==> src/rtl/jlsemi_util_reset_seq_ctrl.sv <==
// Reset release sequencer: holds all domains in reset, then releases them one at a
// time (domain 0 first) with a programmable gap, plus a soft-reset handshake.
module jlsemi_util_reset_seq_ctrl #(
  parameter int unsigned NUM_DOM  = 4,
  parameter int unsigned HOLD_CYC = 8,
  parameter int unsigned GAP_W    = 8
) (
  input  logic               clk_i,
  input  logic               rst_i,
  input  logic               en_i,
  input  logic [GAP_W-1:0]   gap_cfg_i,
  input  logic               soft_rst_req_i,
  output logic               soft_rst_ack_o,
  output logic [NUM_DOM-1:0] dom_rst_n_o,
  output logic               seq_done_o,
  input  logic               dft_rstnsync_scan_rstn_ctrl,
  input  logic               dft_rstnsync_scan_rstn
);

  localparam int unsigned HOLD_W = $clog2(HOLD_CYC + 1);
  localparam int unsigned CNT_W  = (HOLD_W > GAP_W) ? HOLD_W : GAP_W;
  localparam int unsigned IDX_W  = $clog2(NUM_DOM);

  localparam logic [CNT_W-1:0] HOLD_LAST = CNT_W'(HOLD_CYC - 1);
  localparam logic [IDX_W-1:0] IDX_LAST  = IDX_W'(NUM_DOM - 1);

  typedef enum logic [2:0] {
    S_IDLE = 3'd0,
    S_HOLD = 3'd1,
    S_REL  = 3'd2,
    S_DONE = 3'd3,
    S_SOFT = 3'd4
  } state_t;

  state_t             r_state;
  logic [CNT_W-1:0]   r_cnt;
  logic [IDX_W-1:0]   r_idx;
  logic [GAP_W-1:0]   r_gap_q;
  logic               r_pend;
  logic               r_soft_path;
  logic [NUM_DOM-1:0] r_dom;
  logic               r_done;
  logic               r_ack;

  state_t             w_state_nxt;
  logic [CNT_W-1:0]   w_cnt_nxt;
  logic [CNT_W-1:0]   w_cnt_inc;
  logic [IDX_W-1:0]   w_idx_nxt;
  logic [GAP_W-1:0]   w_gap_nxt;
  logic               w_pend_nxt;
  logic               w_soft_nxt;
  logic [NUM_DOM-1:0] w_dom_nxt;
  logic               w_done_nxt;
  logic               w_ack_nxt;
  logic               w_gap_hit;

  // State and output registers
  always_ff @(posedge clk_i or posedge rst_i) begin
    if (rst_i) begin
      r_state     <= S_IDLE;
      r_cnt       <= '0;
      r_idx       <= '0;
      r_gap_q     <= '0;
      r_pend      <= 1'b0;
      r_soft_path <= 1'b0;
      r_dom       <= '0;
      r_done      <= 1'b0;
      r_ack       <= 1'b0;
    end else begin
      r_state     <= w_state_nxt;
      r_cnt       <= w_cnt_nxt;
      r_idx       <= w_idx_nxt;
      r_gap_q     <= w_gap_nxt;
      r_pend      <= w_pend_nxt;
      r_soft_path <= w_soft_nxt;
      r_dom       <= w_dom_nxt;
      r_done      <= w_done_nxt;
      r_ack       <= w_ack_nxt;
    end
  end

  // Saturating counter step; the counter never needs to exceed gap_q or HOLD_CYC-1
  assign w_cnt_inc = (&r_cnt) ? r_cnt : r_cnt + CNT_W'(1);
  assign w_gap_hit = (r_cnt == CNT_W'(r_gap_q));

  // Next-state logic; en_i low overrides everything, including a soft request
  always_comb begin
    w_state_nxt = r_state;
    w_cnt_nxt   = r_cnt;
    w_idx_nxt   = r_idx;
    w_gap_nxt   = r_gap_q;
    w_pend_nxt  = r_pend;
    w_soft_nxt  = r_soft_path;

    if (!en_i) begin
      w_state_nxt = S_IDLE;
      w_cnt_nxt   = '0;
      w_idx_nxt   = '0;
      w_pend_nxt  = 1'b0;
      w_soft_nxt  = 1'b0;
    end else begin
      case (r_state)
        S_IDLE: begin
          w_state_nxt = S_HOLD;
          w_cnt_nxt   = '0;
          w_idx_nxt   = '0;
          w_gap_nxt   = gap_cfg_i;
        end
        S_HOLD: begin
          w_pend_nxt = r_pend | (soft_rst_req_i & ~r_soft_path);
          if (r_cnt == HOLD_LAST) begin
            w_state_nxt = S_REL;
            w_cnt_nxt   = '0;
            w_idx_nxt   = '0;
          end else begin
            w_cnt_nxt = w_cnt_inc;
          end
        end
        S_REL: begin
          w_pend_nxt = r_pend | (soft_rst_req_i & ~r_soft_path);
          if (w_gap_hit) begin
            w_cnt_nxt = '0;
            if (r_idx == IDX_LAST) begin
              w_state_nxt = S_DONE;
              w_soft_nxt  = 1'b0;
            end else begin
              w_idx_nxt = r_idx + IDX_W'(1);
            end
          end else begin
            w_cnt_nxt = w_cnt_inc;
          end
        end
        S_DONE: begin
          // A new request is only taken once the previous ack has dropped
          if ((soft_rst_req_i || r_pend) && !r_ack) begin
            w_state_nxt = S_SOFT;
            w_gap_nxt   = gap_cfg_i;
            w_pend_nxt  = 1'b0;
            w_soft_nxt  = 1'b1;
            w_cnt_nxt   = '0;
            w_idx_nxt   = '0;
          end
        end
        S_SOFT: begin
          w_state_nxt = S_HOLD;
          w_cnt_nxt   = '0;
          w_idx_nxt   = '0;
        end
        default: begin
          w_state_nxt = S_IDLE;
          w_cnt_nxt   = '0;
          w_idx_nxt   = '0;
          w_pend_nxt  = 1'b0;
          w_soft_nxt  = 1'b0;
        end
      endcase
    end
  end

  // Output values for the next cycle, derived from the next state (thermometer release)
  always_comb begin
    w_dom_nxt  = '0;
    w_done_nxt = (w_state_nxt == S_DONE);
    w_ack_nxt  = 1'b0;
    for (int unsigned i = 0; i < NUM_DOM; i++) begin
      w_dom_nxt[i] = (w_state_nxt == S_DONE) ||
                     ((w_state_nxt == S_REL) && (IDX_W'(i) <= w_idx_nxt));
    end
    if (w_state_nxt == S_DONE) begin
      w_ack_nxt = (r_state == S_DONE) ? (r_ack & soft_rst_req_i) : r_soft_path;
    end
  end

  // Scan override sits after the register so test mode never depends on the FSM
  assign dom_rst_n_o    = dft_rstnsync_scan_rstn_ctrl ? {NUM_DOM{dft_rstnsync_scan_rstn}} : r_dom;
  assign seq_done_o     = r_done;
  assign soft_rst_ack_o = r_ack;

endmodule

==> config.mk <==
export PLATFORM = sky130hd
export DESIGN_NAME = jlsemi_util_reset_seq_ctrl
export DESIGN_NICKNAME = d
export VERILOG_FILES = /design/src/rtl/jlsemi_util_reset_seq_ctrl.sv
export SDC_FILE = /design/constraint.sdc
export NUM_CORES = 1
export LEC_CHECK = 0
export ABC_AREA = 1
export BUFFER_PORTS_ARGS = -buffer_cell sky130_fd_sc_hd__buf_2
export CAP_MARGIN = 10
export CORE_AREA = 2 2 67 81
export DETAILED_ROUTE_END_ITERATION = 7
export DIE_AREA = 0 0 69 83
export GPL_TIMING_DRIVEN = 0
export SLEW_MARGIN = 20
export SYNTH_ARGS = -nofsm -noshare
export SYNTH_HDL_FRONTEND = slang
export SYNTH_SLANG_ARGS = --single-unit
==> constraint.sdc <==
create_clock -name clk_i -period 1.64 [get_ports clk_i]
set_input_delay 0.164 -clock clk_i [delete_from_list [all_inputs] [get_ports clk_i]]
set_output_delay 0.164 -clock clk_i [all_outputs]
set_load 0.03 [all_outputs]
==> reports/results.ini <==
[outcome]
status=complete, no violations

[global_routing]
antenna_found_initial=0
grt_remaining_overflow=0
grt_max_degree=30
grt_pass1_wl_um=5930
grt_use_total=0.129
grt_pass1_vias=1336

[placement]
dpl.cell_count=299
port-buffer-count=19
dpl.hpwl_um=2480
gp_congestion=0.809
post-place-ws_ns=-0.0356

[clock_tree]
clock_latency_ns=0.28
root_buffer=clkbuf_8
cts.sinks=29
numCtsBuffers=5
h-tree-depth=2
cts_tree=built
ctsLongestPathBuffers=2
clk_pin_slew_ns=0.06

[cells_and_area]
nets=271
syn_to_final_growth_pct=23.7
final_cell_mix=nand2_1 (58), dfrtp_1 (28), inv_1 (26)
final_common_cell=nand2_1
drive_above_1_share=0.280
multi_input_area_um2=855
n_antenna_cell=0
regArea_um2=727
instances_no_fill=317
nFillCells=508
fin_util=0.421

[worst_setup_path]
critPathMostFrequentCell=nand2_1
crit_family=simple AND/OR/NAND/NOR gates
critical_path.cell_chain=ha_4 -> nand2_1 -> nor3_4 -> nand2_2 -> nand3_1 -> nor2_1 -> xor2_1 -> nand2_1 -> nand2_1
startpoint_type=flop
cp_max_fo=5
cp_slowest_stage_delay_ns=0.43
cp.arrival_ns=1.73
crit_type=reg2reg
crit_path_end_kind=flop
cp_slowest_cell=dfrtp_1
cp.buffers_inverters=0
cp_data_required_time_ns=1.81

[timing]
worstMarginPinSlew_ns=0.618
slew_viol_final=0
rsz0062_at_grt=true
setup_viol=0
fmax_mhz=640
holdWs_ns=0.0903
worst_slack_ns=0.0768
skew_ns=0.00402
max_slew_margin=0.588
final_hold_viol_count=0
period_share=0.953
fin_crit_ns=1.56

[pwr]
p_int_w=0.00114
power.net_switching_w=0.000427
power_density_nw_per_um2=760
switching_share=0.272
total_power_w=0.00157
p_leak_nw=1.04
power_frac_comb=0.148
power_frac_seq=0.496
clkPwrFrac=0.357
vdd_drop_max_uv=474

[logic_synthesis]
synth_area_um2=1670
yosys-top-cells-area=dfrtp_1 (43%), nand2_1 (15%), inv_1 (7.0%)
syn_area_per_cell_um2=7.60
syn_nets=235
yosysWarnings=0
ys_types=28
synth_area_leader_cell=dfrtp_1
ys_seq_elements=29
synth_cells=220
synth_top_area_frac=0.434
yosysSeqAreaShare=0.434

[floorplan]
num_io_pins=20
core_area_um2=4900
die_height_um=83
die_x_um=69
start_util=0.341
dieArea_um2=5730
num_rows=28

[detailed_routing]
wl_um=3570
vias=1482
post-route-drc-count=0
ant_nets=0
via_per_inst=4.68
first_pass_iters=4
drt_iter0_drc=64
wl_per_cell_um=11.3

[min_path]
min_path_type=in2reg

[flow_run]
maxCapViolCount=0

## power groups by stage
stage               clock network, W  registers (W)  logic [W]
floorplan                          0       0.000783   0.000151
global placement                   0       0.000788   0.000199
detailed placement                 0       0.000789   0.000203
CTS                         0.000584       0.000777   0.000213
global route                0.000618       0.000783   0.000261
finish                      0.000560       0.000779   0.000232
## per-stage QoR
step / cell area [um^2] / TNS, ns
after floorplan: 1670 / 0
after global placement: 1840 / -0.104
after detailed placement: 1840 / -0.0866
after CTS: 1950 / 0
after global routing: 2070 / -0.184
final: 2070 / 0
## worst reg2reg max path: cells and delay by family, from the launching register on
family,cells,cell delay (ns)
AND/OR/NAND/NOR,7,0.71
flip-flops,1,0.43
adder cells (fa/ha/maj),1,0.19
XOR/XNOR,1,0.13
## Yosys cell counts, drive strengths merged
cell type,count
nor4,2
xor2,4
mux2,3
nand3,11
xnor2,3
inv,35
dfrtp,29
o22ai,4
nor2,21
o211ai,1
a21oi,5
ha,1
nand4,4
nand2,66
buf,3
o21ai,19
nor3,8
a21o,1
## layout make-up
cell class,count,area share
clock buffers,8,0.0387
inverters,35,0.0636
multi-input cells,153,0.413
flip-flops and latches,29,0.352
repair buffers,29,0.0835
well taps,60,0.0363
plain buffers,3,0.0127
## state kept, by name, indices dropped and copies added (netlist names)
register        cells
r_cnt               8
r_gap_q             8
r_dom               4
r_state             3
r_idx               2
r_pend              1
r_soft_path         1
seq_done_o          1
soft_rst_ack_o      1
## logic make-up after synthesis
kind of cell	synth area share
muxes	0.0202
and+or+nand+nor	0.302
adders and majority gates	0.00748
xor gates and xnor gates	0.0367
DFF	0.434
AOI/OAI and AO/OA	0.105
buffers and inverters	0.0943
## repair_timing
action / in CTS / in global routing
hold endpoints to repair: 29 / 0
endpoints found under the setup margin: 4 / 19
gates resized for setup: 6 / 16
buffers inserted: 1 / 8
pin swaps: 0 / 7
hold buffers: 1 / 0
cloned: 0 / 0
## worst paths after layout
kind	endpoint	slack (ns)	cells after the start	startpoint
worst max-delay path	r_cnt[4]	0.08	9	r_cnt[1]
worst min-delay path	r_gap_q[6]	0.09	3	gap_cfg_i[6]
worst max register to register	r_cnt[4]	0.08	9	r_cnt[1]
worst min register to register	r_soft_path	0.51	2	r_soft_path
max in group asynchronous	r_cnt[0]	0.69	3	rst_i
min in group asynchronous	r_state[1]	0.51	3	rst_i
## per-layer routing
layer / global-route usage / vias up / wire, um
li1: - / 769 / -
met1: 0.153 / 665 / 1510
met2: 0.207 / 38 / 1780
met3: 0.0425 / 10 / 175
met4: 0.0642 / 0 / 108
met5: 0 / - / 0
No activity file was read; power rests on OpenSTA's default activity.
